===== src/rtl/hex_entry.sv =====
// Hex nibble entry: synchronised/debounced buttons build a 32-bit word offered over valid/ready.
// Optional debouncer enabled by defining HEX_ENTRY_DEBOUNCE_EN; otherwise the synchroniser output drives the edge detector.
module hex_entry #(
  parameter int unsigned DEBOUNCE_CYCLES = 16
) (
  input  logic        CLK,
  input  logic        RST,
  input  logic [3:0]  SW,
  input  logic        BTN_PUSH_N,
  input  logic        BTN_CLR_N,
  input  logic        BTN_ENTER_N,
  output logic [31:0] HEXVAL,
  output logic [3:0]  NDIG,
  output logic [31:0] DOUT,
  output logic        DVALID,
  input  logic        DREADY,
  output logic        BUSY
);

  typedef enum logic {ENTRY, OFFER} state_t;

  // Bit order for all per-button vectors: [2]=enter, [1]=clr, [0]=push; 1 = pressed.
  logic [2:0] raw_pressed;
  logic [2:0] sync1, sync2;
  logic [2:0] deb, deb_q;
  logic [2:0] pulse;

  assign raw_pressed = {~BTN_ENTER_N, ~BTN_CLR_N, ~BTN_PUSH_N};

  always_ff @(posedge CLK) begin
    if (RST) begin
      sync1 <= '0;
      sync2 <= '0;
    end else begin
      sync1 <= raw_pressed;
      sync2 <= sync1;
    end
  end

`ifdef HEX_ENTRY_DEBOUNCE_EN
  localparam int unsigned CW = (DEBOUNCE_CYCLES > 2) ? $clog2(DEBOUNCE_CYCLES) : 1;
  logic [CW-1:0] cnt [3];

  always_ff @(posedge CLK) begin
    if (RST) begin
      deb <= '0;
      for (int unsigned i = 0; i < 3; i++) cnt[i] <= '0;
    end else begin
      for (int unsigned i = 0; i < 3; i++) begin
        if (sync2[i] == deb[i]) begin
          cnt[i] <= '0;
        end else if (cnt[i] == CW'(DEBOUNCE_CYCLES - 1)) begin
          deb[i] <= sync2[i];
          cnt[i] <= '0;
        end else begin
          cnt[i] <= cnt[i] + 1'b1;
        end
      end
    end
  end
`else
  assign deb = sync2;
`endif

  always_ff @(posedge CLK) begin
    if (RST) deb_q <= '0;
    else     deb_q <= deb;
  end

  assign pulse = deb & ~deb_q;

  state_t      state, state_nx;
  logic [31:0] hexval_nx, dout_nx;
  logic [3:0]  ndig_nx;
  logic        dvalid_nx;

  always_ff @(posedge CLK) begin
    if (RST) begin
      state  <= ENTRY;
      HEXVAL <= '0;
      NDIG   <= '0;
      DOUT   <= '0;
      DVALID <= 1'b0;
    end else begin
      state  <= state_nx;
      HEXVAL <= hexval_nx;
      NDIG   <= ndig_nx;
      DOUT   <= dout_nx;
      DVALID <= dvalid_nx;
    end
  end

  // Priority CLR > ENTER > PUSH; anything lower in the same cycle is dropped.
  always_comb begin
    state_nx  = state;
    hexval_nx = HEXVAL;
    ndig_nx   = NDIG;
    dout_nx   = DOUT;
    dvalid_nx = DVALID;
    case (state)
      ENTRY: begin
        if (pulse[1]) begin
          hexval_nx = '0;
          ndig_nx   = '0;
        end else if (pulse[2]) begin
          if (NDIG != 4'd0) begin
            dout_nx   = HEXVAL;
            dvalid_nx = 1'b1;
            state_nx  = OFFER;
          end
        end else if (pulse[0]) begin
          hexval_nx = {HEXVAL[27:0], SW};
          ndig_nx   = (NDIG == 4'd8) ? 4'd8 : NDIG + 4'd1;
        end
      end
      OFFER: begin
        if (DREADY) begin
          dvalid_nx = 1'b0;
          hexval_nx = '0;
          ndig_nx   = '0;
          state_nx  = ENTRY;
        end
      end
      default: state_nx = ENTRY;
    endcase
  end

  assign BUSY = (state == OFFER);

endmodule

===== config.mk =====
export PLATFORM = sky130hd
export DESIGN_NAME = hex_entry
export DESIGN_NICKNAME = d
export VERILOG_FILES = /design/src/rtl/hex_entry.sv
export SDC_FILE = /design/constraint.sdc
export NUM_CORES = 1
export LEC_CHECK = 0
export CELL_PAD_IN_SITES_DETAIL_PLACEMENT = 1
export CELL_PAD_IN_SITES_GLOBAL_PLACEMENT = 1
export CORE_ASPECT_RATIO = 0.8
export CORE_MARGIN = 3
export CORE_UTILIZATION = 32
export CTS_BUF_LIST = sky130_fd_sc_hd__clkbuf_4 sky130_fd_sc_hd__clkbuf_8 sky130_fd_sc_hd__clkbuf_16
export CTS_CLUSTER_SIZE = 10
export DETAILED_ROUTE_END_ITERATION = 10
export PLACE_DENSITY = 0.86
export SLEW_MARGIN = 0
export SYNTH_ARGS = -nofsm -noshare
export SYNTH_HDL_FRONTEND = slang
export SYNTH_SLANG_ARGS = --single-unit
export TNS_END_PERCENT = 30

===== constraint.sdc =====
create_clock -name CLK -period 1.62 [get_ports CLK]
set_input_delay 0.324 -clock CLK [delete_from_list [all_inputs] [get_ports CLK]]
set_output_delay 0.324 -clock CLK [all_outputs]
set_load 0.02 [all_outputs]

==> results.tsv <==
metric	value	unit
Seq cells post-synth	79	
Area Overhead vs Synth	43.9	%
Final HPWL DP	6.03	mm
DR pass1 iterations	4	
routed length per instance	16.8	um
post-layout min period	1.65	ns
top-area cell type share of the netlist area	0.544	
final setup skew	0.00526	ns
Final TNS setup	-0.0387	ns
largest net degree at the start of global routing	56	
final setup violating endpoints	3	
required time at the worst-slack endpoint	1.83	ns
Period Utilization, post-route	1.02	
R2R setup slack	-0.03	ns
HP Class	flip-flop to flip-flop	
Longest Clk Path Bufs	2	
CTS-repair resized insts	57	
Port Buffer Count	79	
DR iter-0 viols	92	
RR Startpoint	NDIG[1]$_SDFFE_PP0P_	
first-pass GRT wire length	14.0	mm
initial antenna violation count	0	
unrepaired setup endpoints after global routing	true	
Final ANT Viol Nets	0	
layout cells sized above 1	0.150	
grt total ovfl	0	
Power per Cell Area	1040	mW/mm^2
Routed WL	8.59	mm
CP Max Fanout	15	
fmax	0.607	GHz
CTS tree	done	
vias in the first global route	2686	
Via density	4.92	
synthesized instance count	313	
Post-synth EDFFs	0	
Nets	408	
Site Rows	30	
Avg Cell Area, Syn	9.29	sq um
Clock H-tree levels	3	
yosys warns	0	
Initial Util	0.335	
kind of critical path	flip-flop to flip-flop	
crit start category	flip-flop	
Worst-Margin Slew	0.297	ns
Clock transition at path regs	0.06	ns
Die X	113	um
DRC viols	0	
top cells by count, synth	dfxtp_1 (79), nand2_1 (62), nand2b_1 (31)	
dpl cells	497	
Syn Nets	325	
ANT cells	0	
synth unique cells	30	
Worst Hold End	deb[1]$_SDFF_PP0_	
crit path DAT	1.86	ns
placer congestion estimate	0.787	
Final Worst Setup Slack	-0.0270	ns
Synth area leaders	dfxtp_1 (54%), nand2_1 (8.0%), nand2b_1 (6.7%), o22ai_1 (5.2%), a21oi_1 (4.5%)	
HP Start	sync1[1]$_SDFF_PP0_	
worst-skew pair later-pin latency	0.34	ns
die area	0.0103	sq mm
Final Max Slew Viols	0	
max cap viols	0	
Reg2Reg Depth	7	
most common cell in the netlist	dfxtp_1	
Filler cells	976	
CTS buffer count	9	
via count	2522	
status	complete, but fails checks	
Post-Layout Cell Count	513	
largest area contributor in the netlist	dfxtp_1	
ys flop type	dfxtp_1	
io pins	80	
Max VDD drop	0.000536	V
Rel. slew slack	0.802	
Post-CTS Setup Bufs	0	
Clock Sinks	79	
final hold viol count	0	
sequential area share after synthesis	0.544	
All-Layer GR Usage	0.173	
cts hold-fix bufs	0	
hold slack	0.436	ns
Crit. End Element	flip-flop	
leakage power	1.94	nW
hold path cells	1	
Root Driver	clkbuf_16	
fraction of registers with async set/reset	0	
core area	0.00867	sq mm
Post-Syn Area	0.00291	sq mm
RR Endpoint	DOUT[18]$_SDFFE_PP0P_	
failing checks	negative setup slack	
Die Span Y	91.2	um
cell families (layout without fill, tap and decap cells):
kind of cell | after synthesis | count (layout) | synth area share
multiplexers | 1 | 1 | 0.00344
flip-flops | 79 | 79 | 0.544
buffers and inverters | 32 | 120 | 0.0585
AND/OR/NAND/NOR | 128 | 128 | 0.225
adder cells (fa/ha/maj) | 2 | 2 | 0.00861
AO/OA/AOI/OAI | 71 | 71 | 0.160
flip-flops by register name, indices dropped and copies added (netlist names):
name    cells
BUSY        1
DOUT       32
DVALID      1
HEXVAL     32
NDIG        4
deb         3
deb_q       3
sync1       3
cell usage in the layout, fill, tap and decap left out, drive strengths merged, types with 4 or more instances in the layout:
cell type and instances:
dfxtp 79, nand2 70, dlygate4sd2 53, a21oi 35, nand2b 32, o22ai 24, buf 16, dlymetal6s2s 14
clkdlybuf4s50 11, clkbuf 11, o32ai 10, inv 10, nor2b 9, nor2 6, nand3 4
where the power goes:
| group | internal [mW] | switching [mW] | total (mW) |
|---|---|---|---|
| Combinational | 0.0762 | 0.104 | 0.180 |
| Sequential | 1.95 | 0.00883 | 1.96 |
| Clock | 1.41 | 0.795 | 2.20 |
| Total | 3.44 | 0.908 | 4.35 |
per-layer routing:
layer / up-vias / wire [um] / GRT usage
met3: 10 / 344 / 0.0486
li1: 1236 / - / -
met2: 60 / 4190 / 0.287
met5: - / 0 / 0
met1: 1216 / 3950 / 0.217
met4: 0 / 113 / 0.0541
final cells by class:
class | count | area (sq um) | area share
Clock buffer | 11 | 246 | 0.0589
Tap cell | 112 | 140 | 0.0335
Multi-Input combinational cell | 202 | 1180 | 0.283
Inverter | 10 | 40.0 | 0.00957
Timing Repair Buffer | 94 | 900 | 0.215
Clock inverter | 5 | 81.3 | 0.0194
Sequential cell | 79 | 1590 | 0.380
critical path: stages, from the launching register on:
cell and delay (ns):
dfxtp_4 0.36, inv_2 0.05, ha_4 0.15, nor3b_4 0.15, or4_4 0.44, buf_6 0.19
nand2_1 0.09, a21oi_1 0.08
worst max-delay path by stage:
stage / start / end / cells after the start
finish: NDIG[1]$_SDFFE_PP0P_ / DOUT[18]$_SDFFE_PP0P_ / 7
global route: NDIG[1]$_SDFFE_PP0P_ / DOUT[18]$_SDFFE_PP0P_ / 7
CTS: NDIG[1]$_SDFFE_PP0P_ / DOUT[18]$_SDFFE_PP0P_ / 7
detailed placement: NDIG[1]$_SDFFE_PP0P_ / DOUT[18]$_SDFFE_PP0P_ / 7
global placement: NDIG[1]$_SDFFE_PP0P_ / DOUT[16]$_SDFFE_PP0P_ / 7
floorplan: NDIG[0]$_SDFFE_PP0P_ / DOUT[22]$_SDFFE_PP0P_ / 8
stage by stage:
stage          setup WS, ns  total power [mW]  utilization  area [sq um]
2_1_floorplan       -0.0605              2.12            -          2940
3_3_place_gp        0.00487              2.18        0.446          3870
3_5_place_dp        -0.0792              2.19        0.446          3870
4_1_cts             -0.0358              4.39        0.478          4150
5_1_grt             -0.0878              4.50        0.482          4180
6_report            -0.0270              4.35        0.482          4180
No activity file was read; power rests on OpenSTA's default activity.
==> edit 1 (same settings) <==
The option `HEX_ENTRY_DEBOUNCE_EN` is turned on by a define.
--- a/src/rtl/hex_entry.sv
+++ b/src/rtl/hex_entry.sv
@@ -2,2 +2,4 @@
 // Optional debouncer enabled by defining HEX_ENTRY_DEBOUNCE_EN; otherwise the synchroniser output drives the edge detector.
+`define HEX_ENTRY_DEBOUNCE_EN
+
 module hex_entry #(
Check against the original RTL: not equivalent (a bounded check fails within 4 cycles, from zero or initial values and one cycle with RST high).
==> edit 1 against the unedited design <==
  * The flow still finishes with violations (negative setup slack)
  * Final cell count is 22% higher
  * Via count grew 19%
  * Routed wire length is 23% higher
  * Power up 6.7%
  * Final area increased by 27%
  * Worst setup slack lost 0.078 ns
  * Area after synthesis increased by 24%
  * Clock power decreased by 3%
  * Sequential cell count up 15
  * Critical endpoint is now DOUT[8]
==> edit 1: results (changes against the unedited design) <==
outcome: "complete, but fails checks"
violations: "negative setup slack"
reg_top3: "DOUT: 32 flops, HEXVAL: 32 flops, cnt: 12 flops"
yosysSeqAreaShare: 0.557  # +0.0134
num_vias: 3009  # +19%
drt_pass1_iterations: 4  # unchanged
place_inst: 593  # +19%
grt_pass1_wl_um: 17200  # +23%
syn_area_per_cell_um2: 9.68  # +4.2%
clk_pin_slew_worst_paths_ns: 0.07
clk_latency_ns: 0.35
p_int_w: 0.00363  # +5.5%
fin_skew_ns: 0.00536  # +0.000104 ns
drt_wl_total_um: 10600  # +23%
setup_viol_count_final: 27  # +24
peakVddDrop_v: 0.000493  # -8.0%
crit_slowest_cell: "or4_4"
hpwl_um: 6670  # +11%
place_area_um2: 4650  # +20%
cpPeakStageDelay_ns: 0.48  # +0.04 ns
synth_cell_type_count: 35  # +17%
drt_iter0_markers: 128  # +39%
layout.nets: 494  # +21%
grt_pass1_vias: 3251  # +21%
p_leak_nw: 2.27  # +17%
asyncSetResetFlopFracSynth: 0  # unchanged
yosys.area.top_type_share: 0.457  # -0.0870
track_usage: 0.174  # +0.000574
synth_edf_count: 12  # +12
port_buffers: 79  # unchanged
min_path_type: "primary input to flop"
synthTopCellsByArea: "dfxtp_1, edfxtp_1, nand2_1, nand2b_1, o22ai_1"
cts_buffers: 9  # unchanged
setup_slack_ns: -0.105  # -0.0782 ns
grt_start_max_net_pins: 35  # -38%
cp_max_fo: 4  # -11
place.gp.congestion: 0.748  # -4.9%
yosys_warnings: 0  # unchanged
layout-drive-gt1-share: 0.229  # +0.0797
via_per_inst: 4.82  # -1.9%
worstPathArrival_ns: 1.96  # +0.10 ns
synthTopCellsByCount: "dfxtp_1, nand2_1, nand2b_1"
## edit 1: worst max-delay path, delay by kind of cell (launching register included)
| family | cells | cell delay, ns |
|---|---|---|
| AND/OR/NAND/NOR | 3 | 0.69 |
| AO/OA/AOI/OAI | 1 | 0.05 |
| buffers and inverters | 3 | 0.37 |
| adder cells (fa/ha/maj) | 1 | 0.15 |
| flip-flops | 1 | 0.36 |
## edit 1: routing by layer
metal	routed length, um	global-route usage	vias up
li1	-	-	1467
met1	4660	0.213	1466
met2	5350	0.299	64
met3	390	0.0445	12
met4	170	0.0598	0
met5	0	0	-
## edit 1: power by group through the flow
stage               registers, W  logic (W)  clock network (W)
floorplan                0.00244  0.0000745                  0
global placement         0.00244   0.000111                  0
detailed placement       0.00244   0.000116                  0
CTS                      0.00239   0.000118            0.00218
global route             0.00239   0.000135            0.00228
finish                   0.00239   0.000121            0.00213
## edit 1: logic make-up after synthesis
group,synth area share
AO/OA/AOI/OAI,0.139
XOR/XNOR,0.0219
AND/OR/NAND/NOR,0.204
multiplexers,0.00836
flip-flops,0.557
buffers and inverters,0.0505
other,0.00104
adder cells (fa/ha/maj),0.0174
## edit 1: worst paths after layout
path | from | cells past startpoint | slack (ns) | endpoint
worst max-delay path | NDIG[1] | 8 | -0.11 | DOUT[8]
worst min-delay path | RST | 2 | 0.33 | sync1[2]
worst max register to register | NDIG[1] | 8 | -0.11 | DOUT[8]
worst min register to register | sync1[1] | 1 | 0.45 | sync2[1]
## edit 1: final cells by class
| class | instances | area, um^2 |
|---|---|---|
| inverters | 14 | 57.6 |
| well taps | 140 | 175 |
| multi-input cells | 250 | 1630 |
| repair buffers | 110 | 1150 |
| fillers | 1197 | 5250 |
| flip-flops and latches | 94 | 2010 |
| clock inverters | 7 | 75.1 |
| clock buffers | 9 | 225 |
## edit 1: stage by stage
stage               setup WS [ns]  setup TNS (ns)  hold slack (ns)   util
finish                     -0.105           -2.14            0.327  0.504
detailed placement        -0.0821           -2.03            0.431  0.440
global route               -0.148           -3.52            0.336  0.504
CTS                        -0.110           -2.03            0.325  0.490
floorplan                  -0.124           -3.28            0.391      -
global placement          -0.0410          -0.987            0.431  0.440
## edit 1: repair_timing
item / in CTS / in global routing
pin swaps: 12 / 4
buffers inserted: 6 / 4
gates resized for setup: 98 / 30
gates cloned: 6 / 1
endpoints found under the setup margin: 94 / 78
==> edit 2 (same flow settings) <==
Without the edit above. Take the reset off `DOUT` and load it in a clocked block of its own.
--- a/src/rtl/hex_entry.sv
+++ b/src/rtl/hex_entry.sv
@@ -81,3 +81,2 @@
       NDIG   <= '0;
-      DOUT   <= '0;
       DVALID <= 1'b0;
@@ -87,5 +86,8 @@
       NDIG   <= ndig_nx;
-      DOUT   <= dout_nx;
       DVALID <= dvalid_nx;
     end
+  end
+
+  always_ff @(posedge CLK) begin
+    DOUT <= dout_nx;
   end
Behaviour: differs if RST is asserted again (counterexample within 10 cycles, from zero or initial values and one cycle with RST high); with RST held inactive, the same outputs for 10 cycles.
==> edit 2 against the unedited design <==
  * Worst setup slack improved by 0.061 ns
  * Sequential power increased by 6%
  * Non-clock buffer count decreased by 4
  * Register-to-register slack better by 0.14 ns
  * Synthesized cell count down 32%
  * Sequential cell count stayed put
  * Final area fell by 2.7%
  * Hold slack lost 0.0078 ns
  * Power shrank 10%
  * Clock skew rose by 0.0050 ns
  * Routed wire length shrank 20%
  * Area after synthesis down 1.5%
  * Final cell count down 18%
==> edit 2: results (changes against the unedited design) <==
use_met3: 0.0415  # -0.00711
peakVddDrop_v: 0.000440  # -18%
htreeDepth: 3  # unchanged
clk_pin_slew_worst_paths_ns: 0.08  # +0.02 ns
wl_met3_um: 370  # +7.6%
wire_per_inst_um: 16.3  # -2.4%
synthTopCellsByCount: "dfxtp_1, edfxtp_1, nand2b_1"
grt_pass1_vias: 2148  # -20%
synth_flop_cell: "dfxtp_1"
min_path_type: "primary input to flop"
met2_usage: 0.244  # -0.0435
max_slew_margin: 0.722  # -0.0797
fin_skew_ns: 0.0103  # +0.00503 ns
track_usage: 0.137  # -0.0360
synth_edf_count: 32  # +32
outcome: "complete, no violations"
grt_use_met1: 0.158  # -0.0591
grt_pass1_wl_um: 11200  # -20%
synth_cell_type_count: 35  # +17%
crit_family: "buffers and inverters"
place.gp.congestion: 0.773  # -1.8%
p_leak_nw: 1.74  # -10%
fin_cells: 419  # -18%
worstPathArrival_ns: 1.26  # -0.60 ns
drt_pass1_iterations: 6  # +2
place_inst: 403  # -19%
wl_met1_um: 2900  # -26%
yosysSeqAreaShare: 0.664  # +0.120
layout-drive-gt1-share: 0.182  # +0.0328
cpPeakStageDelay_ns: 0.60  # +0.16 ns
via_per_inst: 4.70  # -4.3%
dr_wl_met2_um: 3510  # -16%
crit_slowest_cell: "clkdlybuf4s50_1"
layout.nets: 314  # -23%
postSynthNetCount: 224  # -31%
drt_iter0_markers: 58  # -37%
place_area_um2: 3880  # +0.13%
cp_max_fo: 1  # -14
hpwl_um: 4710  # -22%
routed.top_layer: "met4"
cts_root_buf: "clkbuf_8"
pre_cts_ws_ns: -0.0233  # +0.0559 ns
min_path_cells: 3  # +2
syn_area_per_cell_um2: 13.5  # +45%
grt_start_max_net_pins: 54  # -3.6%
==> edit 2: cell types whose count changed in the layout (fill, tap and decap cells not counted), moves of 10 or more <==
cell	before	now
nand2_1	62	10
edfxtp_1	0	32
a21oi_1	26	7
o22ai_1	24	14
o32ai_1	10	0
dfxtp_1	76	45
==> edit 2: what timing repair did <==
action	in CTS	in global routing
cloned	0	0
endpoints found under the setup margin	57	23
gates resized for setup	57	13
==> edit 2: worst paths after layout <==
path	slack (ns)	start	endpoint
max reg2reg	0.11	NDIG[0]	DOUT[26]
min reg2reg	0.44	sync1[0]	deb[0]
min	0.43	RST	sync1[1]
max	0.03	DOUT[7]	DOUT[7]
==> edit 2: cell families (layout without fill, tap and decap cells) <==
| logic type | after synthesis | after routing | synth area share |
|---|---|---|---|
| buffers and inverters | 24 | 119 | 0.0415 |
| adders and majority gates | 2 | 2 | 0.00874 |
| AOI/OAI and AO/OA | 46 | 46 | 0.147 |
| DFF | 79 | 79 | 0.664 |
| muxes | 1 | 1 | 0.00350 |
| and+or+nand+nor | 60 | 60 | 0.135 |
==> edit 2: report_power, final <==
| group | total [W] | internal [W] | switching, W |
|---|---|---|---|
| registers | 0.00208 | 0.00207 | 0.00000990 |
| clock network | 0.00163 | 0.000896 | 0.000733 |
| logic | 0.000193 | 0.0000870 | 0.000106 |
| total | 0.00390 | 0.00305 | 0.000849 |
==> edit 2: tightest hold or removal path, cell delays in order <==
cell,delay [ns]
buf_2,0.12
buf_12,0.17
nor2_1,0.10
==> edit 2: area by class of cell <==
cell class / instances / area (um^2)
clock buffer: 10 / 131
clock inverter: 6 / 92.6
fill: 910 / 4530
inverter: 13 / 51.3
multi-input combinational: 109 / 865
sequential: 79 / 1900
tap: 112 / 140
timing repair buffer: 90 / 885
